### config.mk
export PLATFORM = sky130hd
export DESIGN_NAME = pipelined_cla_adder
export DESIGN_NICKNAME = d
export VERILOG_FILES = /design/src/rtl/pipelined_cla_adder.sv
export SDC_FILE = /design/constraint.sdc
export NUM_CORES = 1
export LEC_CHECK = 0
export CORE_ASPECT_RATIO = 1.5
export CORE_MARGIN = 3
export CORE_UTILIZATION = 30
export CTS_CLUSTER_DIAMETER = 60
export DETAILED_ROUTE_END_ITERATION = 10
export GPL_ROUTABILITY_DRIVEN = 1
export PLACE_DENSITY = 0.52
export SYNTH_ARGS = -nofsm -noshare
export SYNTH_HDL_FRONTEND = slang
export SYNTH_SLANG_ARGS = --single-unit
export TNS_END_PERCENT = 10
### constraint.sdc
create_clock -name clk -period 2.5 [get_ports clk]
set_input_delay 0.5 -clock clk [delete_from_list [all_inputs] [get_ports clk]]
set_output_delay 0.5 -clock clk [all_outputs]
set_load 0.02 [all_outputs]
### src/rtl/pipelined_cla_adder.sv
// Pipelined carry-lookahead adder/subtractor built from 4-bit lookahead groups.
// Each register rank resolves GROUPS_PER_STAGE groups; later operand bits are skewed forward.
module pipelined_cla_adder #(
    parameter int WIDTH            = 16,
    parameter int GROUPS_PER_STAGE = 1
) (
    input  logic             clk,
    input  logic             rst,
    input  logic             stall,
    input  logic             in_valid,
    input  logic [WIDTH-1:0] a,
    input  logic [WIDTH-1:0] b,
    input  logic             cin,
    input  logic             sub,
    output logic             out_valid,
    output logic [WIDTH-1:0] sum,
    output logic             cout,
    output logic             ovf
);

    localparam int SW      = 4 * GROUPS_PER_STAGE;
    localparam int LATENCY = WIDTH / SW;

    // Full 4-bit lookahead: every carry is a flat sum of products, no ripple.
    function automatic logic [4:0] cla4(input logic [3:0] x, input logic [3:0] y, input logic c0);
        logic [3:0] g;
        logic [3:0] p;
        logic       c1, c2, c3, c4;
        g  = x & y;
        p  = x ^ y;
        c1 = g[0] | (p[0] & c0);
        c2 = g[1] | (p[1] & g[0]) | (p[1] & p[0] & c0);
        c3 = g[2] | (p[2] & g[1]) | (p[2] & p[1] & g[0]) | (p[2] & p[1] & p[0] & c0);
        c4 = g[3] | (p[3] & g[2]) | (p[3] & p[2] & g[1]) | (p[3] & p[2] & p[1] & g[0])
                  | (p[3] & p[2] & p[1] & p[0] & c0);
        return {c4, p ^ {c3, c2, c1, c0}};
    endfunction

    genvar gi, gj;
    generate
        for (gi = 0; gi < LATENCY; gi++) begin : g_stage
            localparam int LO  = gi * SW;
            localparam int REM = WIDTH - LO;

            logic [REM-1:0]            a_in;
            logic [REM-1:0]            b_in;
            logic                      c_in;
            logic                      v_in;
            logic [GROUPS_PER_STAGE:0] chain;
            logic [SW-1:0]             s_grp;
            logic [(gi+1)*SW-1:0]      sum_d;
            logic [(gi+1)*SW-1:0]      sum_q;
            logic                      c_q;
            logic                      v_q;

            assign chain[0] = c_in;

            for (gj = 0; gj < GROUPS_PER_STAGE; gj++) begin : g_grp
                logic [4:0] res;
                assign res                = cla4(a_in[gj*4 +: 4], b_in[gj*4 +: 4], chain[gj]);
                assign s_grp[gj*4 +: 4]   = res[3:0];
                assign chain[gj+1]        = res[4];
            end

            if (gi == 0) begin : g_src
                // Subtraction folds into the first stage as a + ~b + 1.
                assign a_in  = a;
                assign b_in  = sub ? ~b : b;
                assign c_in  = sub ? 1'b1 : cin;
                assign v_in  = in_valid;
                assign sum_d = s_grp;
            end else begin : g_src
                assign a_in  = g_stage[gi-1].g_fwd.a_q;
                assign b_in  = g_stage[gi-1].g_fwd.b_q;
                assign c_in  = g_stage[gi-1].c_q;
                assign v_in  = g_stage[gi-1].v_q;
                assign sum_d = {s_grp, g_stage[gi-1].sum_q};
            end

            always_ff @(posedge clk) begin
                if (rst) begin
                    v_q   <= 1'b0;
                    c_q   <= 1'b0;
                    sum_q <= '0;
                end else if (!stall) begin
                    v_q   <= v_in;
                    c_q   <= chain[GROUPS_PER_STAGE];
                    sum_q <= sum_d;
                end
            end

            if (gi < LATENCY - 1) begin : g_fwd
                logic [REM-SW-1:0] a_q;
                logic [REM-SW-1:0] b_q;
                always_ff @(posedge clk) begin
                    if (rst) begin
                        a_q <= '0;
                        b_q <= '0;
                    end else if (!stall) begin
                        a_q <= a_in[REM-1:SW];
                        b_q <= b_in[REM-1:SW];
                    end
                end
            end else begin : g_last
                logic ovf_d;
                logic ovf_q;
                // Carry into the MSB is recovered as p_msb ^ s_msb.
                assign ovf_d = a_in[REM-1] ^ b_in[REM-1] ^ s_grp[SW-1] ^ chain[GROUPS_PER_STAGE];
                always_ff @(posedge clk) begin
                    if (rst) begin
                        ovf_q <= 1'b0;
                    end else if (!stall) begin
                        ovf_q <= ovf_d;
                    end
                end
            end
        end
    endgenerate

    assign out_valid = g_stage[LATENCY-1].v_q;
    assign sum       = g_stage[LATENCY-1].sum_q;
    assign cout      = g_stage[LATENCY-1].c_q;
    assign ovf       = g_stage[LATENCY-1].g_last.ovf_q;

endmodule

==> summary.md, run 1 <==
## Status
- **result of the run** complete, no violations

## Clock tree
- **clock tree from TritonCTS** built
- **number of buffers inserted to repair setup after CTS** 0
- **largest buffer count on any clock path** 2
- **level count of the clock H-tree** 3
- **Clk Latency, worst-skew pair** 0.34 ns
- **total CTS buffers** 9
- **cell chosen for the clock root** clkbuf_16
- **clock-pin slew on the worst setup and hold paths** 0.07 ns
- **# resized after CTS** 0
- **clock sink count** 97
- **hold buffer count at cts** 0

## Global route
- **global-route wire length before repair** 14.5 mm
- **maximum number of pins on one net before global-route repair** 66
- **vias in the first global route** 3,081
- **total gr overflow** 0
- **Total GRT Usage** 11.6%
- **antenna violations before repair** 0

## Final layout
- **share of cells above drive strength 1** 6.24%
- **most common library cell in the layout ignoring fill and taps** dfxtp_1
- **synthesis-to-layout area growth** 24.0%
- **most frequent cells in the layout** dfxtp_1, nor2_1, mux2i_1
- **number of fill cells** 1,403
- **register cell area after layout** 1940 um2
- **nets@finish** 550
- **number of antenna diodes** 0
- **total area of multi-input combinational cells** 2110 um2

## Run
- **number of maximum-capacitance violations** 0

## Worst setup path
- **reg2reg path depth** 4
- **worst flop-to-flop path endpoint** g_stage[1].c_q$_SDFFE_PP0N_
- **total number of cells along the worst setup path** 6
- **kind of start point of the critical path** input pin
- **Worst R2R Start** g_stage[0].g_fwd.a_q[1]$_SDFFE_PP0N_
- **kind of critical path** input pin to flip-flop
- **slowest stage cell, crit path** clkdlybuf4s50_1
- **max incr delay on CP** 0.65 ns
- **required time reported for the critical path endpoint** 2.76 ns
- **Worst Path Buf+Inv** 1
- **Cell Chain, Critical Path** clkdlybuf4s50_1 > xor2_1 > ha_1 > o211a_4 > or4_1 > o211ai_1
- **Worst path top cell family by delay** buffers and inverters
- **highest net fanout along the worst path** 6
- **slack of the worst reg-to-reg path** 0.91 ns
- **Worst Path Arrival** 2.40 ns
- **critical path capture point type** flip-flop

## Floorplan
- **Core Region** 13,700 um2
- **number of top-level pins** 57
- **Die Width** 103 um
- **Placement Rows** 52
- **die footprint** 15,600 um2
- **initial core utilization** 30.9%
- **DIE HEIGHT** 151 um

## Power
- **Internal Pwr Total** 2600 uW
- **power dissipated by switching net loads** 826 uW
- **power per standard cell area** 654 nW/um2
- **static power due to leakage** 0.00224 uW
- **combinational power share** 11.9%
- **Max IR drop VDD** 0.291 mV
- **Final Total Pwr** 3420 uW
- **part of the total power dissipated in the clock network** 39.7%
- **sequential cell fraction of total power** 48.3%
- **Sw Share** 24.1%

## STA
- **Final Cycle Share** 85.8%
- **slew at the pin with the worst max-slew slack** 0.607 ns
- **final-report setup violation count** 0
- **largest clock skew in the final design** 0.0102 ns
- **minimum clock period after layout** 2.14 ns
- **TNS Setup** 0 ns
- **worst setup margin** 0.356 ns
- **Hold Worst Slack** 0.464 ns
- **Slew Viols, Final** 0
- **final hold violations** 0
- **FMAX** 0.466 GHz
- **unrepaired setup endpoints after global routing** false
- **relative max-transition margin** 59.5%

## Synth
- **net count after synthesis** 501
- **number of synthesis warnings** 0
- **total standard cell area after synthesis** 4220 um2
- **fraction of the yosys area taken by sequential cells** 46.0%
- **post-synthesis register bit count** 97
- **mean cell area of the mapped netlist** 9.54 um2
- **number of enable flip-flop cells after synthesis** 0
- **post-synth cell types** 38
- **most common flop cell mapped by yosys** dfxtp_1
- **Async SR Flop Fraction** 0%
- **Post-Syn Instances** 443

## Drt
- **1st-pass router iterations** 4
- **post-detailed-routing wire length** 8.59 mm
- **Final ANT Viol Nets** 0
- **via count** 3,123
- **residual DRC count** 0
- **via/cell ratio** 4.74
- **final routed wire length divided by cell count** 13.0 um
- **Detailed Route Iter0 Violations** 111

## Min path
- **hold path depth** 2
- **Min-Delay Path Class** flip-flop to flip-flop
- **Endpoint, Worst Hold** g_stage[0].g_fwd.b_q[9]$_SDFFE_PP0N_
- **start point of the worst min-delay path** g_stage[0].g_fwd.b_q[9]$_SDFFE_PP0N_

## Place
- **gp weighted congestion** 0.762
- **port buffer count** 56
- **setup slack after placement** -0.0175 ns
- **Post-DP HPWL** 6.04 mm

[final cells by class]
class,instances,share of cell area [%]
clock buffers,10,4.37
clock inverters,6,1.31
inverters,10,0.717
multi-input cells,308,40.4
flip-flops and latches,97,37.1
well taps,162,3.87
repair buffers,66,12.3
[worst max path at each step]
stage | endpoint | from
after floorplan | g_stage[0].sum_q[2]$_SDFFE_PP0N_ | sub
after global placement | g_stage[0].sum_q[2]$_SDFFE_PP0N_ | sub
after detailed placement | g_stage[0].sum_q[2]$_SDFFE_PP0N_ | sub
after CTS | g_stage[0].sum_q[2]$_SDFFE_PP0N_ | sub
after global routing | g_stage[0].sum_q[3]$_SDFFE_PP0N_ | sub
final | g_stage[0].sum_q[2]$_SDFFE_PP0N_ | sub
[flip-flops by register name (all words and copies together), names as in the netlist]
register,count
cout,1
g_stage.c_q,3
g_stage.g_fwd.a_q,24
g_stage.g_fwd.b_q,24
g_stage.sum_q,24
g_stage.v_q,3
out_valid,1
ovf,1
sum,16
[cell families after synthesis]
family	after synthesis	share of synthesized area [%]
xor gates and xnor gates	20	4.15
buffers and inverters	38	3.97
adders and majority gates	20	6.64
muxes	66	15.6
DFF	97	46.0
and+or+nand+nor	146	14.7
AOI/OAI and AO/OA	56	8.92
[metal layers]
layer | GRT usage (%) | vias up | wire length, um
li1 | - | 1621 | -
met1 | 15.2 | 1443 | 4100
met2 | 18.4 | 49 | 4070
met3 | 3.00 | 10 | 300
met4 | 4.08 | 0 | 118
met5 | 0 | - | 0
[power by group through the flow]
| stage | combinational (uW) | clock (uW) | sequential (uW) |
|---|---|---|---|
| 6_report | 408 | 1360 | 1660 |
| 5_1_grt | 461 | 1460 | 1660 |
| 4_1_cts | 414 | 1400 | 1660 |
| 3_5_place_dp | 412 | 0 | 1690 |
| 3_3_place_gp | 402 | 0 | 1690 |
| 2_1_floorplan | 274 | 0 | 1690 |
[worst reg2reg max path, cell delays in order, from the launching register on]
cell and delay [ns]:
dfxtp_1 0.31, ha_1 0.31, or2_2 0.33, and3_1 0.22, o41a_1 0.31
[stage by stage]
step                utilization, %  cells  area (um2)
finish                        38.3    659        5240
CTS                           38.3    659        5240
detailed placement            36.2    643        4940
global route                  38.3    659        5240
floorplan                        -    443        4220
global placement              36.2    643        4940
[synth_stat cells (2+ instances only)]
| cell | instances | share of area (%) |
|---|---|---|
| a211o_1 | 4 | 0.83 |
| a211oi_1 | 3 | 0.53 |
| a21oi_1 | 23 | 2.7 |
| a31oi_1 | 3 | 0.44 |
| and3_1 | 2 | 0.30 |
| buf_1 | 3 | 0.27 |
| buf_2 | 14 | 1.7 |
| clkbuf_1 | 10 | 0.89 |
| dfxtp_1 | 97 | 46 |
| fa_1 | 4 | 1.9 |
| ha_1 | 16 | 4.7 |
| inv_1 | 10 | 0.89 |
| mux2i_1 | 66 | 16 |
| nand2_1 | 33 | 2.9 |
| nand3_1 | 4 | 0.47 |
| nand4_1 | 2 | 0.30 |
| nor2_1 | 80 | 7.1 |
| nor3_1 | 12 | 1.4 |
| nor4b_1 | 3 | 0.62 |
| o211ai_1 | 4 | 0.71 |
| o21a_1 | 3 | 0.53 |
| o21ai_0 | 6 | 0.71 |
| o311a_1 | 2 | 0.47 |
| o32ai_1 | 3 | 0.62 |
| or2_2 | 3 | 0.44 |
| or3_1 | 2 | 0.30 |
| or4_1 | 2 | 0.36 |
| xnor2_1 | 3 | 0.62 |
| xor2_1 | 17 | 3.5 |
(Power assumes the default switching activity.)
==> inputs of run 2 (changes only) <==
--- a/config.mk
+++ b/config.mk
@@ -6,12 +6,13 @@
 export NUM_CORES = 1
 export LEC_CHECK = 0
 export CORE_ASPECT_RATIO = 1.5
-export CORE_MARGIN = 3
+export CORE_MARGIN = 4
 export CORE_UTILIZATION = 30
 export CTS_CLUSTER_DIAMETER = 60
 export DETAILED_ROUTE_END_ITERATION = 10
 export GPL_ROUTABILITY_DRIVEN = 1
 export PLACE_DENSITY = 0.52
+export RECOVER_POWER = 100
 export SYNTH_ARGS = -nofsm -noshare
 export SYNTH_HDL_FRONTEND = slang
 export SYNTH_SLANG_ARGS = --single-unit
==> run 2 against run 1 <==
Against the previous run:
- non-clock buffer count increased by 1
- combinational power decreased by 1%
- largest cell class unchanged
- cell count increased by 0.15%
==> summary.md, run 2 (same netlist as run 1, synthesis figures left out) <==
## STA
- **Slew Viols, Final** 0
- **unrepaired setup endpoints after global routing** false
- **minimum clock period after layout** 2.22 ns
- **FMAX** 0.450 GHz
- **relative max-transition margin** 15.2%
- **largest clock skew in the final design** 0.00698 ns
- **slew at the pin with the worst max-slew slack** 1.27 ns
- **TNS Setup** 0 ns
- **final hold violations** 0
- **Final Cycle Share** 88.8%
- **final-report setup violation count** 0

## Global route
- **vias in the first global route** 3,052
- **antenna violations before repair** 0
- **Total GRT Usage** 11.2%
- **met3 GRT Util** 2.66%
- **gr busiest metal** met2
- **maximum number of pins on one net before global-route repair** 47
- **global-route wire length before repair** 14.6 mm
- **routing usage on met1** 14.2%
- **met2 Resource Use GR** 17.3%
- **total gr overflow** 0

## Worst setup path
- **kind of critical path** input pin to flip-flop
- **highest net fanout along the worst path** 4
- **Worst Path Arrival** 2.47 ns
- **kind of start point of the critical path** input pin
- **worst flop-to-flop path endpoint** g_stage[1].c_q$_SDFFE_PP0N_
- **total number of cells along the worst setup path** 8
- **slack of the worst reg-to-reg path** 0.89 ns
- **critical path capture point type** flip-flop
- **Worst R2R Start** g_stage[0].g_fwd.a_q[1]$_SDFFE_PP0N_
- **reg2reg path depth** 4
- **Worst path top cell family by delay** buffers and inverters
- **max incr delay on CP** 0.62 ns
- **slowest stage cell, crit path** dlygate4sd3_1
- **cell type with the highest occurrence count on the critical path** clkbuf_1
- **required time reported for the critical path endpoint** 2.75 ns
- **Cell Chain, Critical Path** dlygate4sd3_1 > clkbuf_1 > xor2_1 > ha_1 > clkbuf_1 > nand2b_1 > or4_1 > o211ai_1
- **Worst Path Buf+Inv** 3

## Final layout
- **filler-free cell count of the finished design** 660
- **share of cells above drive strength 1** 5.82%
- **number of antenna diodes** 0
- **final standard cell utilization of the core** 38.6%
- **most common library cell in the layout ignoring fill and taps** dfxtp_1
- **nets@finish** 551
- **most frequent cells in the layout** dfxtp_1, nor2_1, mux2i_1
- **registers with the most flip-flops** g_stage.g_fwd.a_q x24, g_stage.g_fwd.b_q x24, g_stage.sum_q x24
- **synthesis-to-layout area growth** 24.8%

## Floorplan
- **die footprint** 16,100 um2
- **Die Width** 105 um
- **Placement Rows** 52
- **DIE HEIGHT** 153 um
- **initial core utilization** 30.9%
- **number of top-level pins** 57
- **Core Region** 13,700 um2

## Min path
- **Min-Delay Path Class** flip-flop to flip-flop
- **Endpoint, Worst Hold** g_stage[0].g_fwd.b_q[8]$_SDFFE_PP0N_
- **hold path depth** 2
- **start point of the worst min-delay path** g_stage[0].g_fwd.b_q[8]$_SDFFE_PP0N_

## Clock tree
- **clock tree from TritonCTS** built
- **total CTS buffers** 9
- **number of buffers inserted to repair setup after CTS** 0
- **level count of the clock H-tree** 3
- **# resized after CTS** 0
- **Clk Latency, worst-skew pair** 0.34 ns
- **hold buffer count at cts** 0
- **clock-pin slew on the worst setup and hold paths** 0.07 ns
- **largest buffer count on any clock path** 2
- **cell chosen for the clock root** clkbuf_16
- **clock sink count** 97

## Power
- **static power due to leakage** 0.00232 uW
- **Max IR drop VDD** 0.249 mV
- **Final Total Pwr** 3580 uW
- **power per standard cell area** 680 nW/um2

## Drt
- **via count** 3,100
- **Detailed Route Iter0 Violations** 145
- **1st-pass router iterations** 4
- **final routed wire length divided by cell count** 13.1 um
- **post-detailed-routing wire length** 8.66 mm
- **residual DRC count** 0
- **Final ANT Viol Nets** 0
- **via/cell ratio** 4.70

## Run
- **number of maximum-capacitance violations** 0

## Place
- **total instance count after detailed placement** 644
- **port buffer count** 56
- **Post-DP HPWL** 6.07 mm
- **gp weighted congestion** 0.798

## Status
- **result of the run** complete, no violations

==> run 2: cell count changes in the layout (fill, tap and decap cells not counted), sizes merged <==
cell and change:
clkinv -4, clkbuf +5, dlygate4sd3 +20, bufinv +1
buf -3, inv +2, clkdlybuf4s50 -20
==> run 2: cell type report <==
class	instances	area, um2
fill	1394	8390
multi-input combinational	308	2110
sequential	97	1940
timing repair buffer	67	636
clock buffer	11	253
tap	162	203
clock inverter	5	85.1
inverter	10	37.5
==> run 2: worst max path at each step <==
| stage | endpoint | slack, ns | from |
|---|---|---|---|
| 4_1_cts | g_stage[0].sum_q[3]$_SDFFE_PP0N_ | 0.40 | sub |
| 6_report | g_stage[0].sum_q[2]$_SDFFE_PP0N_ | 0.28 | sub |
| 3_5_place_dp | g_stage[0].sum_q[3]$_SDFFE_PP0N_ | 0.03 | sub |
| 2_1_floorplan | g_stage[0].sum_q[2]$_SDFFE_PP0N_ | 0.38 | sub |
| 3_3_place_gp | g_stage[0].sum_q[3]$_SDFFE_PP0N_ | 0.11 | sub |
| 5_1_grt | g_stage[1].sum_q[6]$_SDFFE_PP0N_ | 0.14 | rst |
==> run 2: per-layer routing <==
metal	routed length, um	up-vias
met2	3950	55
met3	398	18
li1	-	1620
met1	4100	1407
met4	206	0
met5	0	-
==> run 2: per-stage QoR <==
step	setup WS [ns]	cell area, um2	hold WS, ns
after floorplan	0.377	4220	0.439
after global placement	0.113	4950	0.449
after detailed placement	0.0321	4950	0.453
after CTS	0.400	5290	0.462
after global routing	0.143	5270	0.475
final	0.280	5270	0.459
==> run 2: report_power, final <==
group	internal [uW]	switching, uW	total [uW]
Clock	938	587	1530
Combinational	197	205	402
Sequential	1620	38.5	1650
==> run 2: worst min-delay path: stages, from the launching register on <==
cell     delay, ns
dfxtp_1       0.31
nand2_1       0.06
a21oi_1       0.05
